`src/rtl/traffic_gen_kernel_seq.sv`:
```
// Job sequencer for an HLS traffic-generator kernel: runs a configured number of
// ap_start/ap_done iterations, counts write beats per iteration and flags errors.
module traffic_gen_kernel_seq #(
    parameter int CNT_W  = 32,
    parameter int ITER_W = 16
) (
    input  logic              clk_i,
    input  logic              rst_i,
    input  logic              clear_i,
    input  logic              cfg_valid_i,
    output logic              cfg_ready_o,
    input  logic [CNT_W-1:0]  cfg_n_total_reqs_i,
    input  logic [CNT_W-1:0]  cfg_t_ck_reqs_i,
    input  logic [CNT_W-1:0]  cfg_t_ck_idle_i,
    input  logic [CNT_W-1:0]  cfg_timeout_i,
    input  logic [ITER_W-1:0] cfg_n_iters_i,
    output logic [CNT_W-1:0]  k_n_total_reqs_o,
    output logic [CNT_W-1:0]  k_t_ck_reqs_o,
    output logic [CNT_W-1:0]  k_t_ck_idle_o,
    output logic              k_start_o,
    input  logic              k_done_i,
    input  logic              k_ready_i,
    input  logic              k_idle_i,
    input  logic              w_valid_i,
    input  logic              w_ready_i,
    output logic              busy_o,
    output logic              evt_done_o,
    output logic              err_timeout_o,
    output logic              err_count_o,
    output logic [ITER_W-1:0] iter_cnt_o,
    output logic [CNT_W-1:0]  beat_cnt_o
);

    typedef enum logic [1:0] {IDLE, START, RUN, DONE} state_t;

    state_t            state_q;
    logic [CNT_W-1:0]  n_total_q, t_reqs_q, t_idle_q, timeout_q;
    logic [ITER_W-1:0] n_iters_q, iter_cnt_q;
    logic [CNT_W-1:0]  beat_cnt_q, tmo_cnt_q;
    logic              k_start_q, evt_done_q, err_timeout_q, err_count_q;

    logic              active;
    logic              complete;
    logic              tmo_hit;
    logic [CNT_W-1:0]  beat_cnt_d, tmo_cnt_d;
    logic [ITER_W-1:0] iter_cnt_d;

    // ap_idle is informational only; it never steers the sequencer.
    logic unused_idle;
    assign unused_idle = k_idle_i;

    always_comb begin
        active     = (state_q == START) || (state_q == RUN);
        beat_cnt_d = beat_cnt_q;
        if (active && w_valid_i && w_ready_i && (beat_cnt_q != '1)) begin
            beat_cnt_d = beat_cnt_q + CNT_W'(1);
        end
        tmo_cnt_d  = tmo_cnt_q + CNT_W'(1);
        iter_cnt_d = iter_cnt_q + ITER_W'(1);
        complete   = ((state_q == RUN) && k_done_i) ||
                     ((state_q == START) && k_ready_i && k_done_i);
        tmo_hit    = (timeout_q != '0) && (tmo_cnt_d == timeout_q);
    end

    always_ff @(posedge clk_i) begin
        if (rst_i || clear_i) begin
            state_q       <= IDLE;
            n_total_q     <= '0;
            t_reqs_q      <= '0;
            t_idle_q      <= '0;
            timeout_q     <= '0;
            n_iters_q     <= '0;
            iter_cnt_q    <= '0;
            beat_cnt_q    <= '0;
            tmo_cnt_q     <= '0;
            k_start_q     <= 1'b0;
            evt_done_q    <= 1'b0;
            err_timeout_q <= 1'b0;
            err_count_q   <= 1'b0;
        end else begin
            case (state_q)
                IDLE: begin
                    if (cfg_valid_i) begin
                        n_total_q     <= cfg_n_total_reqs_i;
                        t_reqs_q      <= cfg_t_ck_reqs_i;
                        t_idle_q      <= cfg_t_ck_idle_i;
                        timeout_q     <= cfg_timeout_i;
                        n_iters_q     <= cfg_n_iters_i;
                        iter_cnt_q    <= '0;
                        beat_cnt_q    <= '0;
                        tmo_cnt_q     <= '0;
                        err_timeout_q <= 1'b0;
                        err_count_q   <= 1'b0;
                        if (cfg_n_iters_i == '0) begin
                            state_q    <= DONE;
                            evt_done_q <= 1'b1;
                        end else begin
                            state_q   <= START;
                            k_start_q <= 1'b1;
                        end
                    end
                end
                START, RUN: begin
                    beat_cnt_q <= beat_cnt_d;
                    tmo_cnt_q  <= tmo_cnt_d;
                    // Completion takes priority over a timeout landing in the same cycle.
                    if (complete) begin
                        iter_cnt_q <= iter_cnt_d;
                        if (beat_cnt_d != n_total_q) begin
                            err_count_q <= 1'b1;
                        end
                        if (iter_cnt_d == n_iters_q) begin
                            state_q    <= DONE;
                            k_start_q  <= 1'b0;
                            evt_done_q <= 1'b1;
                        end else begin
                            state_q    <= START;
                            k_start_q  <= 1'b1;
                            beat_cnt_q <= '0;
                            tmo_cnt_q  <= '0;
                        end
                    end else if (tmo_hit) begin
                        err_timeout_q <= 1'b1;
                        k_start_q     <= 1'b0;
                        state_q       <= DONE;
                        evt_done_q    <= 1'b1;
                    end else if ((state_q == START) && k_ready_i) begin
                        state_q   <= RUN;
                        k_start_q <= 1'b0;
                    end
                end
                DONE: begin
                    evt_done_q <= 1'b0;
                    state_q    <= IDLE;
                end
                default: begin
                    state_q <= IDLE;
                end
            endcase
        end
    end

    assign cfg_ready_o      = (state_q == IDLE);
    assign busy_o           = (state_q != IDLE);
    assign k_n_total_reqs_o = n_total_q;
    assign k_t_ck_reqs_o    = t_reqs_q;
    assign k_t_ck_idle_o    = t_idle_q;
    assign k_start_o        = k_start_q;
    assign evt_done_o       = evt_done_q;
    assign err_timeout_o    = err_timeout_q;
    assign err_count_o      = err_count_q;
    assign iter_cnt_o       = iter_cnt_q;
    assign beat_cnt_o       = beat_cnt_q;

endmodule
```
`config.mk`:
```
export PLATFORM = sky130hd
export DESIGN_NAME = traffic_gen_kernel_seq
export DESIGN_NICKNAME = d
export VERILOG_FILES = /design/src/rtl/traffic_gen_kernel_seq.sv
export SDC_FILE = /design/constraint.sdc
export NUM_CORES = 1
export LEC_CHECK = 0
export ABC_AREA = 1
export CAP_MARGIN = 20
export CORE_UTILIZATION = 38
export DETAILED_ROUTE_END_ITERATION = 16
export PLACE_DENSITY_LB_ADDON = 0.2
export REMOVE_ABC_BUFFERS = 1
export SYNTH_ARGS = -nofsm -noshare
export SYNTH_HDL_FRONTEND = slang
export SYNTH_SLANG_ARGS = --single-unit
```
`constraint.sdc`:
```
create_clock -name clk_i -period 5.66 [get_ports clk_i]
set_clock_uncertainty 0.2 [all_clocks]
set_input_delay 1.132 -clock clk_i [delete_from_list [all_inputs] [get_ports clk_i]]
set_output_delay 1.132 -clock clk_i [all_outputs]
set_load 0.05 [all_outputs]
```
# Word-level counts from Yosys, hierarchy flattened
# Cells that the tools add are included.
# word_totals
latchBits	0
romBits	0
n_memories	0
output_inout_bits	150
mem_bits_rw	0
input_bits	153
register_bits	230
# classes
n_addsub	3
mux	37
eq_ne	17
div_mod_pow	0
n_reduce_logical	24
bitwise	0
multipliers	0
n_shift	0
magnitude_cmp	0
# op_table
op	count
$mux 32	6
$pmux 32 s2	2
$add 32x1->32 const B	2
$eq 32x32->1	1
$mux 16	2
$ne 32x32->1	1
$ne 32x32->1 const B	1
$pmux 16 s2	1
$reduce_bool 32->1	1
$add 16x1->16 const B	1
$eq 16x16->1	1
$logic_not 16->1	1
$reduce_and 4->1	4
$mux 1	15
$mux 2	6
$ne 2x2->1 const B	6
$logic_and 1x1->1	7
$ne 3x3->1 const B	2
$pmux 1 s2	3
$pmux 2 s3	1
$reduce_and 2->1	3
$eq 2x2->1 const B	2
$ne 4x4->1 const B	1
$reduce_bool 2->1	2
7 further kinds	9

# Logic depth before layout (Yosys ltp)
# Gate-level depths: netlist of run 1.
# depth
ltp_word	10
ltp_mapped	20
ltp_nobuf	19

# Worst setup path before layout of run 1
# No wires, ideal clock.
# synth_path
path_kind	register to register
from	register beat_cnt_q[1], in the netlist beat_cnt_o[1]
to	register err_count_q, in the netlist err_count_o
path_buffers	1
setup_time_ps	117
path_stages_with_launch	19
arrival_ps	2586
setup_slack_ps	2758
period_less_slack_ps	2902
t_required_ps	5343
path_cell_list	dfxtp_1 > ha_1 > nand3_1 > inv_2 > nand2_1 > nor2_4 > nand2_2 > nand2_2 > buf_4 > nand2_2 > nand2_1 > xor2_1 > nand2_1 > nor2_1 > nand2_1 > nor2_1 > nand3_1 > nand2_1 > a21oi_1
# synth_between
elab_chain_cells	6
word_cells_on_any_way	7
classes_between	add/sub: 1; eq/ne: 3; mux: 1; reduce/logical: 2
# synth_rtl
element	line_no	text
start, declared	39	logic [CNT_W-1:0] beat_cnt_q, tmo_cnt_q;
start signal, assigned	104	beat_cnt_q <= beat_cnt_d;
branches (longest 2 deep; another with $add 32x1->32)	--	
$mux 32 *	55	if (active && w_valid_i && w_ready_i && (beat_cnt_q != '1)) begin
$ne 32x32->1 *	109	if (beat_cnt_d != n_total_q) begin
$ne 2x2->1 (no source line) *	--	
$reduce_and 4->1 (no source line) *	--	
end signal, assigned	79	err_count_q <= 1'b0;
end signal, assigned	93	err_count_q <= 1'b0;
end signal, assigned	110	err_count_q <= 1'b1;
end, declared	40	logic k_start_q, evt_done_q, err_timeout_q, err_count_q;
# Mark *: on every way between the ends.
# A chain may end at the register's enable or synchronous reset.

# Worst setup path after layout of run 1
# layout_path
from	register iter_cnt_q[0], in the netlist iter_cnt_o[0]
to	register tmo_cnt_q[17]
# layout_between
elab_chain_cells	5
# layout_rtl
element	line_no	text
start, declared	38	logic [ITER_W-1:0] n_iters_q, iter_cnt_q;
start signal, assigned	108	iter_cnt_q <= iter_cnt_d;
$add 16x1->16	59	iter_cnt_d = iter_cnt_q + ITER_W'(1);
$eq 16x16->1	112	if (iter_cnt_d == n_iters_q) begin
$mux 32	112	
$mux 32	107	if (complete) begin
$pmux 32 s2	81	case (state_q)
end signal, assigned	105	tmo_cnt_q <= tmo_cnt_d;
end, declared	39	
# No other way between the ends.

==> metrics.txt, run 1 <==
fin. max-slew vios 0; crit path DAT 4.00 ns; TNS Setup 0 ns; Final WS setup 1.91 ns; multi-input logic area 7020 um^2; Placed Cells 2670; Post-Place Worst Slack 1.39 ns; Tmin final 3.75 ns; Placeable Area 32600 um^2; initial antenna violation count 2; Syn Inst Count 1995; outcome completed; Area Growth Syn to Fin 33.9%; Fill cells 3314; largest net degree at the start of global routing 97; root buffer cell clkbuf_16; Worst Setup Start Kind register; routability cong. 0.916; Resize count post-CTS 0; first-pass GRT wire length 62.7 mm; die width 184 um; CP Cell Sequence ha_1 > nand2_2 > nor2_4 > nand4_1 > nand2_1 > xor2_1 > nand3_1 > nor2_1 > nand3_1 > nand2_1 > nand2_2 > nor2_8 > buf_4 > nand3_2 > a21oi_2; FF+latch area 4600 um^2; Max Freq 0.267 GHz; post-DP HPWL 28.6 mm; cts bufs inserted 28; Post-Layout Inst Area 16900 um^2; Vias/cell 4.85; FF+latch count, synth 230; DR pass1 iterations 5; Mapped Area 12600 um^2; pwr dens 253 nW/um^2; Post-synth ARST share 0%; share of layout cells above drive strength 1 5.92%; Worst-Skew Late Latency 0.54 ns; ANT nets after route 0; nets@finish 2418; critical path class register to register; cell with the largest stage delay on the worst path nor2_8; total of max-cap violations 0; Worst Hold Class register to register; placed inst area 15900 um^2; RSZ-0062 raised after global routing no; Static Leak 6.37 nW; Initial Util 38.7%; number of I/O pins 303; via count of the routed design 13200; synthesized area per cell 6.33 um^2; total grt overflow 0; CTS tree done; post-route clock period utilization 66.2%; hold_buf cts 0; num rows 66; Die ar. 33900 um^2; PortBufs 301; top_reg_cell synth dfxtp_1; total track usage 22.8%; drt initial violations 809; relative slew slack 41.5%; Total Wirelength 39.3 mm; peak supply drop 0.000205 V; drt wl/cell 14.4 um; Largest stage delay, worst path 0.61 ns; Seq/Total Area, Yosys 36.5%; clock tree sinks 230; chip height 184 um; drt drc 0; crit path max fanout 36; H-Tree Depth 1; Reg clk slew, reported paths 0.06 ns; Max clock buf depth 3; CP required 5.92 ns; YS warnings 0; Fin. Hold Viols 0; Final Non-Filler Cells 2723; vias in the first global route 12600; worst-margin pin slew 0.876 ns; CP endpoint kind register; Post-synth EDFFs 0; Final setup viols 0; Post-CTS Setup Inserts 0; Synth cell types 37
## cells in the mapped netlist, types with 7 or more instances
| master | number | area, um^2 |
|---|---|---|
| a21oi_1 | 154 | 771 |
| clkbuf_1 | 65 | 244 |
| dfxtp_1 | 230 | 4600 |
| ha_1 | 7 | 87.6 |
| inv_1 | 173 | 649 |
| nand2_1 | 614 | 2300 |
| nand3_1 | 134 | 671 |
| nand3_2 | 42 | 420 |
| nand3b_1 | 7 | 52.6 |
| nand4_1 | 12 | 75.1 |
| nor2_1 | 307 | 1150 |
| o21ai_0 | 154 | 771 |
| xor2_1 | 21 | 184 |
## path summary, 6_finish.rpt
kind / endpoint / startpoint / cells after the start / slack (ns)
worst min register to register: err_count_o$_SDFFE_PP0P_ / err_count_o$_SDFFE_PP0P_ / 2 / 0.26
worst max register to register: tmo_cnt_q[17]$_SDFFE_PP0P_ / iter_cnt_o[0]$_SDFFE_PP0P_ / 15 / 1.91
worst min-delay path: err_count_o$_SDFFE_PP0P_ / err_count_o$_SDFFE_PP0P_ / 2 / 0.26
worst max-delay path: tmo_cnt_q[17]$_SDFFE_PP0P_ / iter_cnt_o[0]$_SDFFE_PP0P_ / 15 / 1.91
## logic make-up after synthesis
logic type	after synthesis	share of synthesized area, %
adders and majority gates	7	0.694
and+or+nand+nor	1149	38.9
buffers and inverters	255	8.03
xor gates and xnor gates	32	2.78
AOI/OAI and AO/OA	322	13.1
DFF	230	36.5
## layout by cell type (no fill, tap or decap), types with 29 or more instances in the layout
master and n:
inv_1 172, a21oi_1 153, dfxtp_1 230, nand2_1 613, o21ai_0 154, nand3_2 42, clkdlybuf4s50_1 301, nand3_1 134
nor2_1 306, clkbuf_16 29
## final cells by class
class | instances | share of cell area (%)
antenna | 1 | 0.0148
clock buffer | 42 | 5.11
clock inverter | 10 | 0.622
inverter | 177 | 3.94
multi-input combinational | 1510 | 41.5
sequential | 230 | 27.2
tap | 442 | 3.27
timing repair buffer | 311 | 18.3
## sequential cells by signal, summed over array words and instances, names as in the netlist, 2 cells and up
name              flops
tmo_cnt_q            32
k_t_ck_reqs_o        32
state_q               2
k_n_total_reqs_o     32
n_iters_q            16
k_t_ck_idle_o        32
beat_cnt_o           32
timeout_q            32
iter_cnt_o           16
## critical path, delay by kind of cell (launching register included)
kind                     cells  cell delay (ns)
AND/OR/NAND/NOR             11             1.89
adder cells (fa/ha/maj)      1             0.25
AO/OA/AOI/OAI                1             0.13
buffers and inverters        1             0.50
flip-flops                   1             0.51
XOR/XNOR                     1             0.16
## metal layers
metal | up-vias | global-route usage (%) | part of all wire, %
met2 | 305 | 39.9 | 48
li1 | 6891 | - | -
met1 | 5933 | 28.1 | 44
met4 | 2 | 7.97 | 3.3
met3 | 76 | 3.73 | 4.6
met5 | - | 0 | 0.033
## where the power goes
group	internal (mW)	switching, mW	total (mW)
Sequential	1.68	0.0353	1.71
Clock	1.14	0.712	1.85
Combinational	0.260	0.453	0.712
Total	3.08	1.20	4.28
## per-stage QoR
stage	hold slack [ns]	power (mW)	utilization, %
2_1_floorplan	0.245	2.17	-
3_3_place_gp	0.239	2.46	48.8
3_5_place_dp	0.254	2.46	48.8
4_1_cts	0.264	4.34	51.8
5_1_grt	0.282	4.48	51.8
6_report	0.258	4.28	51.8
Power figures use the tool's default switching activity.
==> inputs of run 2 (changes only) <==
==> constraint.sdc (replaced) <==
create_clock -name clk_i -period 3.3 [get_ports clk_i]
set_clock_uncertainty 0.2 [all_clocks]
set_input_delay 0.66 -clock clk_i [delete_from_list [all_inputs] [get_ports clk_i]]
set_output_delay 0.66 -clock clk_i [all_outputs]
set_load 0.05 [all_outputs]
==> metrics.txt, run 2 (same netlist as run 1, synthesis figures left out) <==
Area Growth Syn to Fin 36.7% (was 33.9%); share of layout cells above drive strength 1 7.03% (was 5.92%); total track usage 22.7% (was 22.8%); reg2reg setup slack 0.29 ns (was 1.91 ns); Worst R2R Path Depth 16 (was 15); hold_buf cts 0 (unchanged); diode count 0 (was 1); Fill cells 3223 (was 3314); vias in the first global route 12500 (was 12600); drt drc 0 (unchanged); Final Non-Filler Cells 2748 (was 2723); CTS tree done (unchanged); Reg-to-Reg Start tmo_cnt_q[0]$_SDFFE_PP0P_ (was iter_cnt_o[0]$_SDFFE_PP0P_); drt wl/cell 14.4 um (about the same); Initial Util 38.7% (unchanged); PortBufs 301 (unchanged); Max clock buf depth 3 (unchanged); DR pass1 iterations 6 (was 5); Crit path depth 4 (was 15); num rows 66 (unchanged); cell with the largest stage delay on the worst path clkdlybuf4s50_1 (was nor2_8); total of max-cap violations 0 (unchanged); relative slew slack 55.1% (was 41.5%); RSZ-0062 raised after global routing no (unchanged); root buffer cell clkbuf_16 (unchanged); hold path start err_count_o$_SDFFE_PP0P_ (unchanged); Largest stage delay, worst path 0.86 ns (was 0.61 ns); crit path DAT 2.31 ns (was 4.00 ns); Final setup viols 0 (unchanged); cts bufs inserted 28 (unchanged); Worst Setup SP state_q[1]$_SDFFE_PP0P_ (was iter_cnt_o[0]$_SDFFE_PP0P_); total grt overflow 0 (unchanged); clock tree sinks 230 (unchanged); Static Leak 6.56 nW (was 6.37 nW); ANT nets after route 0 (unchanged); Worst-Skew Late Latency 0.54 ns (about the same); CP endpoint kind primary output (was register); post-route clock period utilization 96.0%; peak supply drop 0.000350 V (was 0.000205 V); FF+latch area 4600 um^2 (unchanged); top cell family by delay on the critical path buffers and inverters (was simple AND/OR/NAND/NOR gates); pwr dens 434 nW/um^2 (was 253 nW/um^2); initial antenna violation count 0 (was 2); outcome completed (unchanged); Worst Hold Class register to register (unchanged); TNS Setup 0 ns (unchanged); most frequent cells in the layout nand2_1 (613), nor2_1 (304), clkdlybuf4s50_1 (301) (was nand2_1 (613), nor2_1 (306), clkdlybuf4s50_1 (301)); H-Tree Depth 1 (unchanged); Placeable Area 32600 um^2 (unchanged); CP Cell Sequence inv_1 > ha_1 > inv_1 > clkdlybuf4s50_1 (was ha_1 > nand2_2 > nor2_4 > nand4_1 > nand2_1 > xor2_1 > nand3_1 > nor2_1 > nand3_1 > nand2_1 > nand2_2 > nor2_8 > buf_4 > nand3_2 > a21oi_2); via count of the routed design 13500 (was 13200); Worst path most repeated cell inv_1; Critical Path Sink busy_o (was tmo_cnt_q[17]$_SDFFE_PP0P_); crit path max fanout 6 (was 36); placed inst area 16200 um^2 (was 15900 um^2); total power 7.49 mW (was 4.28 mW); number of I/O pins 303 (unchanged); most common cell after layout, fill and taps aside nand2_1 (unchanged); drt initial violations 911 (was 809); Max Freq 0.316 GHz; post-DP HPWL 29.2 mm (was 28.6 mm); Total Wirelength 39.6 mm (was 39.3 mm); chip height 184 um (unchanged); nets@finish 2444 (was 2418); Post-Layout Inst Area 17300 um^2 (was 16900 um^2); Resize count post-CTS 0 (unchanged); largest net degree at the start of global routing 126 (was 97); die width 184 um (unchanged); critical path class register to primary output (was register to register); multi-input logic area 7040 um^2 (was 7020 um^2); Die ar. 33900 um^2 (unchanged); routability cong. 0.888 (was 0.916); Tmin final 3.17 ns; Vias/cell 4.90 (was 4.85); CP required 2.44 ns (was 5.92 ns); Placed Cells 2696 (was 2670); Fin. Hold Viols 0 (unchanged); fin. max-slew vios 0 (unchanged); worst r2r dst state_q[0]$_SDFFE_PP0P_ (was tmo_cnt_q[17]$_SDFFE_PP0P_); Worst Setup Start Kind register (unchanged); Reg clk slew, reported paths 0.06 ns (about the same); worst-margin pin slew 0.668 ns (was 0.876 ns); Buf+Inv Stages, Crit Path 3 (was 1); first-pass GRT wire length 62.8 mm (was 62.7 mm); Post-CTS Setup Inserts 0 (unchanged)
run 2: final cells by class:
type | count | share of cell area [%]
clock buffer | 41 | 4.87
sequential | 230 | 26.7
timing repair buffer | 337 | 19.7
tap | 442 | 3.21
inverter | 177 | 3.85
multi-input combinational | 1510 | 40.8
clock inverter | 11 | 0.914
run 2: worst register-to-register path, cell delays in order, from the launching register on:
cell	delay [ns]
dfxtp_1	0.39
ha_1	0.22
nand3_1	0.14
inv_1	0.18
nand2_1	0.21
nor2_4	0.23
nand3_1	0.17
nand3_1	0.12
nand2_1	0.06
nor2_1	0.11
nand2_1	0.06
nor2_1	0.22
nand3_2	0.19
nand3_2	0.13
nand2_1	0.10
nor2_1	0.12
nor2_1	0.05
run 2: worst min-delay path by stage:
stage / endpoint / slack [ns] / cells after the start
after floorplan: n_iters_q[5]$_SDFFE_PP0P_ / 0.24 / 2
after global placement: err_count_o$_SDFFE_PP0P_ / 0.23 / 2
after detailed placement: err_count_o$_SDFFE_PP0P_ / 0.24 / 2
after CTS: err_count_o$_SDFFE_PP0P_ / 0.25 / 2
after global routing: tmo_cnt_q[31]$_SDFFE_PP0P_ / 0.29 / 2
final: err_count_o$_SDFFE_PP0P_ / 0.25 / 2
run 2: per-stage QoR:
stage               hold WS (ns)  utilization [%]  setup WS (ns)
floorplan                  0.245                -          -3.66
global placement           0.235             49.8          0.174
detailed placement         0.239             49.8          0.168
CTS                        0.247             52.8          0.109
global route               0.286             52.9        0.00242
finish                     0.247             52.9          0.131
run 2: per-layer routing:
layer	global-route usage (%)	vias up	part of all wire (%)
met2	39.5	342	48
met5	0	-	0
met4	6.63	0	2.7
met3	3.28	69	4.8
li1	-	6936	-
met1	29.0	6105	45
run 2: where the power goes:
part           switching [mW]  leakage [nW]  internal, mW  total, mW
combinational           0.783          4.20         0.471       1.25
clock                    1.24         0.494          2.07       3.30
sequential             0.0602          1.87          2.88       2.94
==> inputs of run 3 (changes only) <==
--- a/config.mk
+++ b/config.mk
@@ -7,10 +7,12 @@
 export LEC_CHECK = 0
 export ABC_AREA = 1
 export CAP_MARGIN = 20
+export CORE_MARGIN = 4
 export CORE_UTILIZATION = 38
 export DETAILED_ROUTE_END_ITERATION = 16
 export PLACE_DENSITY_LB_ADDON = 0.2
 export REMOVE_ABC_BUFFERS = 1
+export SETUP_SLACK_MARGIN = 0.05
 export SYNTH_ARGS = -nofsm -noshare
 export SYNTH_HDL_FRONTEND = slang
 export SYNTH_SLANG_ARGS = --single-unit
==> metrics.txt, run 3 (same netlist as run 1, synthesis figures left out) <==
largest net degree at the start of global routing 102 (was 126); hold_buf cts 0 (unchanged); Fill cells 3218 (was 3223); Vias/cell 4.90 (about the same); total power 7.83 mW (was 7.49 mW); crit path DAT 2.19 ns (was 2.31 ns); RSZ-0062 raised after global routing yes (was no); Static Leak 6.64 nW (was 6.56 nW); nets@finish 2448 (was 2444); first-pass GRT wire length 64.0 mm (was 62.8 mm); Reg clk slew, reported paths 0.06 ns (about the same); total of max-cap violations 0 (unchanged); Final setup viols 0 (unchanged); clock tree sinks 230 (unchanged); CP endpoint kind primary output (unchanged); Placeable Area 32600 um^2 (unchanged); placed inst area 16200 um^2 (about the same); share of layout cells above drive strength 1 7.36% (was 7.03%); Initial Util 38.7% (unchanged); Tmin final 3.05 ns (was 3.17 ns); relative slew slack 40.7% (was 55.1%); Worst Hold Class register to register (unchanged); Area Growth Syn to Fin 37.7% (was 36.7%); PortBufs 301 (unchanged); drt wl/cell 14.6 um (was 14.4 um); chip height 190 um (was 184 um); H-Tree Depth 1 (unchanged); most frequent cells in the layout nand2_1 (613), nor2_1 (306), clkdlybuf4s50_1 (300) (was nand2_1 (613), nor2_1 (304), clkdlybuf4s50_1 (301)); root buffer cell clkbuf_16 (unchanged); vias in the first global route 12700 (was 12500); Fin. Hold Viols 0 (unchanged); post-route clock period utilization 92.3% (was 96.0%); DR pass1 iterations 6 (unchanged); Max Freq 0.328 GHz (was 0.316 GHz); Worst-Skew Late Latency 0.55 ns (was 0.54 ns); fin. max-slew vios 0 (unchanged); worst-margin pin slew 0.889 ns (was 0.668 ns); Worst Setup Start Kind register (unchanged); ANT nets after route 0 (unchanged); peak supply drop 0.000360 V (was 0.000350 V); Total Wirelength 40.3 mm (was 39.6 mm); initial antenna violation count 0 (unchanged); CTS tree done (unchanged); Max clock buf depth 3 (unchanged); outcome completed (unchanged); post-DP HPWL 29.8 mm (was 29.2 mm); routability cong. 0.911 (was 0.888); Post-Layout Inst Area 17400 um^2 (was 17300 um^2); total grt overflow 0 (unchanged); drt initial violations 811 (was 911); most common cell after layout, fill and taps aside nand2_1 (unchanged); Die ar. 36200 um^2 (was 33900 um^2); drt drc 0 (unchanged); via count of the routed design 13500 (about the same); die width 190 um (was 184 um); cts bufs inserted 28 (unchanged); pwr dens 451 nW/um^2 (was 434 nW/um^2); diode count 0 (unchanged); number of I/O pins 303 (unchanged); critical path class register to primary output (unchanged); CP required 2.44 ns (about the same); crit path max fanout 6 (unchanged); total track usage 21.1% (was 22.7%); num rows 66 (unchanged)
-- run 3: changes by cell type in the layout (fill, tap and decap cells not counted), moves of 2 or more --
cell	delta
bufinv_16	+5
nor2_1	+2
buf_12	-2
buf_4	+6
clkbuf_1	-3
-- run 3: layout make-up --
cell class / instances / area (um^2) / share of cell area (%)
Timing Repair Buffer: 341 / 3400 / 19.6
Clock buffer: 36 / 791 / 4.55
Clock inverter: 16 / 319 / 1.84
Sequential cell: 230 / 4610 / 26.5
Tap cell: 442 / 553 / 3.18
Inverter: 177 / 664 / 3.82
Multi-Input combinational cell: 1510 / 7040 / 40.5
-- run 3: final timing paths --
kind | from | to | slack [ns] | cells after the start
max | state_q[0]$_SDFFE_PP0P_ | cfg_ready_o | 0.25 | 3
min | err_count_o$_SDFFE_PP0P_ | err_count_o$_SDFFE_PP0P_ | 0.25 | 2
max reg2reg | beat_cnt_o[0]$_SDFFE_PP0P_ | err_count_o$_SDFFE_PP0P_ | 0.31 | 18
min reg2reg | err_count_o$_SDFFE_PP0P_ | err_count_o$_SDFFE_PP0P_ | 0.25 | 2
-- run 3: critical path, stage by stage, from the launching register on --
cell and delay [ns]:
dfxtp_1 0.33, inv_1 0.11, ha_1 0.32, clkdlybuf4s50_1 0.89
-- run 3: through the flow --
stage	utilization [%]	hold WS [ns]	setup TNS (ns)	instances	setup slack (ns)
floorplan	-	0.245	-584.52	1917	-3.66
global placement	49.8	0.238	0	2700	0.187
detailed placement	49.8	0.246	0	2700	0.167
CTS	53.2	0.255	0	2752	0.0970
global route	53.3	0.290	0	2752	0.0309
finish	53.3	0.252	0	2752	0.253
-- run 3: routing by layer --
| layer | vias to the layer above | global-route usage (%) | wire (um) |
|---|---|---|---|
| li1 | 6942 | - | - |
| met2 | 363 | 37.2 | 19400 |
| met1 | 6103 | 27.1 | 17600 |
| met5 | - | 0 | 0 |
| met4 | 0 | 5.25 | 1040 |
| met3 | 73 | 3.31 | 2270 |
-- run 3: timing repair --
| action | 4_1_cts | 5_1_grt |
|---|---|---|
| endpoints found under the setup margin | 0 | 8 |
| buffers inserted | 0 | 0 |
| endpoints found under the hold margin | 0 | 0 |
| gates resized for setup | 0 | 7 |
-- run 3: where the power goes --
group	total, mW	switching, mW	internal [mW]
Clock	3.64	1.26	2.39
Sequential	2.94	0.0608	2.88
Combinational	1.25	0.786	0.467
